==> src/rtl/mem_bus_arbiter.sv <==
// Round-robin owner arbiter for the shared 32-bit memory bus.
// Registered one-hot grants, turnaround dead cycles, tenure limit.
module mem_bus_arbiter #(
  parameter int unsigned TURNAROUND = 1,
  parameter int unsigned MAX_TENURE = 15
) (
  input  logic       clk,
  input  logic       reset,
  input  logic [3:0] req,
  input  logic [3:0] done,
  output logic [3:0] gnt,
  output logic [1:0] gnt_id,
  output logic       bus_busy,
  output logic       timeout
);

  typedef enum logic [1:0] {
    IDLE = 2'd0,
    OWN  = 2'd1,
    TURN = 2'd2
  } state_e;

  localparam logic [7:0] TEN_MAX  = 8'(MAX_TENURE);
  localparam logic [1:0] TURN_LD  = 2'(TURNAROUND);
  localparam logic       LIMIT_EN = (MAX_TENURE != 0);
  localparam logic       TURN_EN  = (TURNAROUND != 0);

  state_e     state_q, state_d;
  logic [3:0] gnt_q, gnt_d;
  logic [1:0] gnt_id_q, gnt_id_d;
  logic       busy_q, busy_d;
  logic       timeout_q, timeout_d;
  logic [1:0] ptr_q, ptr_d;
  logic [7:0] ten_q, ten_d;
  logic [1:0] turn_q, turn_d;

  logic       pick_vld;
  logic [1:0] pick_id;
  logic [1:0] scan_idx;
  logic       rel_done;
  logic       rel_abn;
  logic       rel_lim;
  logic       rel_any;
  logic [7:0] ten_inc;

  // Scan from ptr upward; walking offsets high-to-low lets the
  // nearest requester overwrite the farther ones.
  always_comb begin
    pick_vld = 1'b0;
    pick_id  = ptr_q;
    scan_idx = 2'd0;
    for (int i = 3; i >= 0; i--) begin
      scan_idx = ptr_q + 2'(i);
      if (req[scan_idx]) begin
        pick_vld = 1'b1;
        pick_id  = scan_idx;
      end
    end
  end

  always_comb begin
    rel_done = done[gnt_id_q];
    rel_abn  = ~req[gnt_id_q];
    rel_lim  = LIMIT_EN && (ten_q == TEN_MAX);
    rel_any  = rel_done | rel_abn | rel_lim;
    ten_inc  = (ten_q == 8'hFF) ? ten_q : ten_q + 8'd1;
  end

  always_comb begin
    state_d   = state_q;
    gnt_d     = gnt_q;
    gnt_id_d  = gnt_id_q;
    busy_d    = busy_q;
    timeout_d = 1'b0;
    ptr_d     = ptr_q;
    ten_d     = ten_q;
    turn_d    = turn_q;
    unique case (state_q)
      IDLE: begin
        if (pick_vld) begin
          gnt_d    = 4'b0001 << pick_id;
          gnt_id_d = pick_id;
          busy_d   = 1'b1;
          ten_d    = 8'd1;
          state_d  = OWN;
        end
      end
      OWN: begin
        if (rel_any) begin
          gnt_d     = 4'b0000;
          busy_d    = 1'b0;
          ptr_d     = gnt_id_q + 2'd1;
          ten_d     = 8'd0;
          // Only a pure limit hit counts as a forced release.
          timeout_d = rel_lim & ~rel_done & ~rel_abn;
          if (TURN_EN) begin
            state_d = TURN;
            turn_d  = TURN_LD;
          end else begin
            state_d = IDLE;
          end
        end else begin
          ten_d = ten_inc;
        end
      end
      TURN: begin
        if (turn_q <= 2'd1) begin
          turn_d  = 2'd0;
          state_d = IDLE;
        end else begin
          turn_d = turn_q - 2'd1;
        end
      end
      default: begin
        state_d = IDLE;
        gnt_d   = 4'b0000;
        busy_d  = 1'b0;
      end
    endcase
  end

  always_ff @(posedge clk or posedge reset) begin
    if (reset) begin
      state_q   <= IDLE;
      gnt_q     <= 4'b0000;
      gnt_id_q  <= 2'd0;
      busy_q    <= 1'b0;
      timeout_q <= 1'b0;
      ptr_q     <= 2'd0;
      ten_q     <= 8'd0;
      turn_q    <= 2'd0;
    end else begin
      state_q   <= state_d;
      gnt_q     <= gnt_d;
      gnt_id_q  <= gnt_id_d;
      busy_q    <= busy_d;
      timeout_q <= timeout_d;
      ptr_q     <= ptr_d;
      ten_q     <= ten_d;
      turn_q    <= turn_d;
    end
  end

  assign gnt      = gnt_q;
  assign gnt_id   = gnt_id_q;
  assign bus_busy = busy_q;
  assign timeout  = timeout_q;

endmodule

==> config.mk <==
export PLATFORM = sky130hd
export DESIGN_NAME = mem_bus_arbiter
export DESIGN_NICKNAME = d
export VERILOG_FILES = /design/src/rtl/mem_bus_arbiter.sv
export SDC_FILE = /design/constraint.sdc
export NUM_CORES = 1
export LEC_CHECK = 0
export ABC_AREA = 1
export CAP_MARGIN = 15
export CORE_ASPECT_RATIO = 0.7
export CORE_UTILIZATION = 50
export CTS_BUF_LIST = sky130_fd_sc_hd__clkbuf_16
export DETAILED_ROUTE_END_ITERATION = 12
export PLACE_DENSITY = 0.72
export SYNTH_ARGS = -nofsm -noshare
export SYNTH_HDL_FRONTEND = slang
export SYNTH_SLANG_ARGS = --single-unit
==> constraint.sdc <==
create_clock -name clk -period 2.1 [get_ports clk]
set_clock_uncertainty 0.2 [all_clocks]
set_input_delay 0.42 -clock clk [delete_from_list [all_inputs] [get_ports clk]]
set_output_delay 0.42 -clock clk [all_outputs]
set_load 0.01 [all_outputs]
# Yosys cells after proc, flatten, opt, wreduce, memory -nomap -nowiden
# Index checks and enable logic that the tools add are counted.
[totals] register_bits=22 latch_bits=0 mem_bits_rw=0 mem_bits_ro=0 in_bits=10 out_inout_bits=8 wordCells=84 n_memories=0
[classes] add_sub_neg=6 multipliers=0 div=0 magnitude_cmp=6 n_eq_ne=8 shifts=1 n_mux=39 n_bitwise=7 n_reduce_logical=9
[ops] op="two-way mux 8 bit" count=3
[ops] op="two-way mux 2 bit" count=9
[ops] op="case mux 8 bit (2 select lines)" count=1
[ops] op="less-than comparator 2 x 3 -> 1 bit, second input constant" count=5
[ops] op="two-way mux 1 bit" count=14
[ops] op="binary-select mux 1 bit (select 2 bit)" count=6
[ops] op="case mux 4 bit (3 select lines)" count=1
[ops] op="AND reduction 3 bit" count=3
[ops] op="adder 8 x 1 -> 8 bit, second input constant" count=1
[ops] op="equality test 8 x 4 -> 1 bit, second input constant" count=1
[ops] op="equality test 8 bit, second input constant" count=1
[ops] op="two-way mux 4 bit" count=2
[ops] op="inequality test 2 bit, second input constant" count=3
[ops] op="case mux 2 bit (3 select lines)" count=1
[ops] op="AND reduction 2 bit" count=3
[ops] op="adder 2 x 1 -> 2 bit, second input constant" count=2
[ops] op="adder 2 bit, second input constant" count=2
[ops] op="case mux 2 bit (2 select lines)" count=1
[ops] op="nonzero test 2 bit" count=2
[ops] op="<< shifter 1 x 2 -> 4 bit, first input constant" count=1
[ops] op="inequality test 3 bit, second input constant" count=1
[ops] op="NOT 1 bit" count=3
[ops] op="case mux 1 bit (3 select lines)" count=1
[ops] op="bitwise AND 1 bit" count=2
[ops] op="6 further kinds" count=7

# Depth between registers and ports, before layout
[logic_depth] depth_word=10 mapped_depth=12 ltp_nobuf=12

# Worst setup path before layout
# No wires, ideal clock.
[synth_timing] path_kind="reg-to-reg" from="register ten_q[0]" to="register turn_q[0]" setup_ns=0.123 t_arrival_ns=1.408 setup_slack_ns=0.369 stages_incl_launch_ff=10 synth_period_minus_slack_ns=1.731 path_cell_list="dfrtp_1 ha_1 nand3_1 nor2_2 nor2_4 nand2_1 nand2_2 inv_1 o21ai_0 nand2_1"
[synth_via] elab_chain_len=4
[synth_lines] element="start, declared" line="34" rtl="logic [7:0] ten_q, ten_d;"
[synth_lines] element="start signal, assigned" line="139" rtl="ten_q <= ten_d;"
[synth_lines] element="equality test 8 x 4 -> 1 bit" line="64" rtl="rel_lim = LIMIT_EN && (ten_q == TEN_MAX);"
[synth_lines] element="bitwise OR 1 bit" line="65" rtl="rel_any = rel_done | rel_abn | rel_lim;"
[synth_lines] element="inequality test 2 bit (no line)"
[synth_lines] element="AND reduction 2 bit (no line)"
[synth_lines] element="end signal, assigned" line="140" rtl="turn_q <= turn_d;"
[synth_lines] element="end, declared" line="35" rtl="logic [1:0] turn_q, turn_d;"
# Every way passes these cells.
# A chain may end at the register's enable or synchronous reset.

# Final worst setup path
[layout_timing] from="register gnt_id_q[0] (netlist: gnt_id[0])" to="output gnt_id[0]"
[layout_rtl] element="start, declared" line="30" rtl="logic [1:0] gnt_id_q, gnt_id_d;"
[layout_rtl] element="start signal, assigned" line="135" rtl="gnt_id_q <= gnt_id_d;"
[layout_rtl] element="end, declared" line="12" rtl="output logic [1:0] gnt_id,"
# No word-level cell between the ends.

==> results.md <==
* Biggest area consumer among synthesized cells: dfrtp_1
* Total of hold buffers inserted after clock tree synthesis at 0
* Routability Congestion at 0.934
* Worst Path Buf+Inv at 1
* Fmax achieved at 0.515 GHz
* Max-capacitance violation count at 0
* Mean post-synth cell area at 7.42 sq um
* Commonest cells post-synth: nand2_1 (58), dfrtp_1 (22), inv_1 (21)
* Clock period minus final worst setup slack at 1.94 ns
* Measured slew at the worst slew-check pin at 0.346 ns
* Run status: completed
* Critical-path cell list: clkdlybuf4s50_1
* DR WL/cell at 12.1 um
* Cell count after placement at 258
* Number of nets with antenna violations after routing at 0
* Top cell family by delay on the critical path: buffers and inverters
* Number of global-route vias before repair at 1,150
* Startpoint of the worst register-to-register path: ten_q[0]
* Layout Nets at 238
* Detail-routed via count per cell at 5.13
* Final setup margin at 0.159 ns
* Power per cell area at 1420 mW/mm^2
* Unique cell type count in the Yosys netlist at 26
* Layout overhead on the synthesized area at 21.2%
* Number of warning messages in the yosys log at 0
* Critical path data arrival time at 1.32 ns
* Worst R2R End: gnt[0]
* Worst-case setup slack after placement at -0.114 ns
* Antenna diode count at 0
* Nets in the synthesized netlist at 211
* CTS tree: yes
* Worst skew pair latency at 0.25 ns
* Setup slack of the worst register-to-register path at 0.21 ns
* Hold Fails Final Rpt at 0
* Root cell of the clock tree: clkbuf_16
* Total of cells resized after clock tree synthesis at 0
* Number of primary I/O pins at 18
* Most used flip-flop cell after synthesis: dfrtp_1
* 1st-iter DRT viols at 81
* Capturing element type of the critical path: output port
* Tightest slew margin relative to the limit at 76.7%
* Count of flip-flops with a built-in enable after synthesis at 0
* Slowest stage delay, CP at 0.59 ns
* Hold path endpoint: bus_busy
* Ratio of cells with drive above 1 in the final layout at 22.6%
* Final HPWL from detailed placement at 2570 um
* Total wire length at 3170 um
* Inserted Clock Buffers at 3
* Startpoint-to-endpoint class of the critical path: reg -> out
* Leakage component of the power at 0.909 nW
* Top-count cell post-synth: nand2_1
* Gate Count Post-Synth at 200
* WP data required at 1.48 ns
* Async set-or-reset flop fraction in the synthesized netlist at 100%
* Depth of the worst register-to-register path at 8
* Main area contributors after synthesis: dfrtp_1 (37%), nand2_1 (15%), nand3_1 (6.7%), inv_1 (5.3%), nand2_2 (5.1%)
* Hold_sp: bus_busy
* Maximum count of clock buffers along a single path at 2
* H-tree depth at 1
* Pin count of the biggest net entering global routing at 23
* Worst IR drop on VDD at 0.000773 V
* Kind of start point of the critical path: flop
* # clock sinks at 22
* Tcrit/Tclk final at 92.4%
* Count of buffers inserted at the top-level ports at 17
* Path type of the worst min-delay path: reg -> reg
* Fin Hold WS at 0.276 ns
* Sequential area share after synthesis at 37.1%
* Die Area at 0.00319 sq mm
* Length of the first detailed-routing pass in iterations at 4
* Flops & latches, synth at 22
* Core region area at 0.00280 sq mm
* Total congestion overflow at 0
* Width of the die at 67.1 um
* Detailed-route via count at 1,343
* Wire length of the first global-routing pass at 5150 um
* Final setup violating endpoints at 0
* Slowest CP cell: clkdlybuf4s50_1
* Cell depth of the worst hold path at 2
* Postcts setup bufs at 0
* Vert. Die Dim at 47.6 um
* Area of the mapped netlist at 0.00148 sq mm
* Total routing usage reported by global routing at 22.1%
* Detailed-route DRC error count at 0
* Post-route insts no fill at 262
* Total count of max-transition violations in the final report at 0
* Unrepaired setup endpoints after global routing: no
* Clock-pin slew on the worst setup and hold paths at 0.06 ns
* Top-area cell type share of the netlist area at 37.1%
* Number of antenna violations at the first check in global routing at 0
* Number of placement rows at 16
* Effective utilization at floorplan at 52.9%
* Critical path peak fanout at 6
[cell families after synthesis]
| family | Yosys count | synth area share [%] |
|---|---|---|
| AND/OR/NAND/NOR | 129 | 44.8 |
| buffers and inverters | 30 | 9.19 |
| flip-flops | 22 | 37.1 |
| AO/OA/AOI/OAI | 17 | 7.50 |
| XOR/XNOR | 1 | 0.590 |
| adder cells (fa/ha/maj) | 1 | 0.843 |
[metrics by stage]
step / area [sq um] / utilization (%) / power (mW) / TNS [ns]
finish: 1800 / 64.2 / 2.55 / 0
global placement: 1720 / 61.4 / 2.09 / -0.275
CTS: 1800 / 64.2 / 2.56 / 0
floorplan: 1480 / - / 1.76 / 0
detailed placement: 1720 / 61.4 / 2.15 / -0.954
global route: 1800 / 64.2 / 2.78 / 0
[registers in the layout (all words and copies together) (netlist names)]
signal	count
state_q	2
turn_q	2
bus_busy	1
ten_q	8
ptr_q	2
gnt_id	2
gnt	4
timeout	1
[cell usage in the layout, fill, tap and decap left out]
master           count
nand3_1             20
o21ai_1              2
or2_2                2
nand3b_1             1
nand3_2              1
nor2_4               3
inv_1               21
nor3b_1              1
nand4_1              7
nand2_1             58
nor3_2               1
nor2_2               2
nor4_1               1
nand3_4              1
nor2_1              13
nor3_1               1
dfrtp_1             22
inv_2                7
clkbuf_16            3
ha_1                 1
xor2_1               1
clkdlybuf4s50_1     17
buf_4                7
clkinv_1             1
nand2_2             12
o21ai_2              7
o21ai_0              8
nand2_4              5
[worst max path at each step]
stage,depth (start not counted),slack [ns],endpoint,from
finish,1,0.16,gnt_id[0],gnt_id[0]
global route,10,0.02,turn_q[0],req[1]
CTS,10,0.15,turn_q[0],req[1]
detailed placement,10,-0.11,turn_q[0],req[1]
global placement,10,-0.05,turn_q[0],req[1]
floorplan,9,0.37,turn_q[0],ten_q[0]
[layout make-up]
type	count	area, sq um
Sequential cell	22	551
Fill cell	250	1000
Inverter	28	105
Clock buffer	3	75.1
Tap cell	36	45.0
Timing Repair Buffer	24	223
Clock inverter	1	3.75
Multi-Input combinational cell	148	797
[power breakdown]
| part | internal, mW | leakage (nW) | total [mW] | switching [mW] |
|---|---|---|---|---|
| clock | 0.254 | 0.0385 | 0.395 | 0.142 |
| sequential | 0.546 | 0.288 | 0.674 | 0.127 |
| combinational | 0.545 | 0.582 | 1.48 | 0.937 |
| total | 1.35 | 0.909 | 2.55 | 1.21 |
[metal layers]
| metal | track usage [%] | vias up | part of all wire [%] |
|---|---|---|---|
| li1 | - | 698 | - |
| met5 | 0 | - | 0 |
| met4 | 5.11 | 0 | 0.92 |
| met3 | 4.52 | 4 | 4.5 |
| met1 | 31.9 | 612 | 50 |
| met2 | 34.4 | 29 | 44 |
Power figures use the tool's default switching activity.
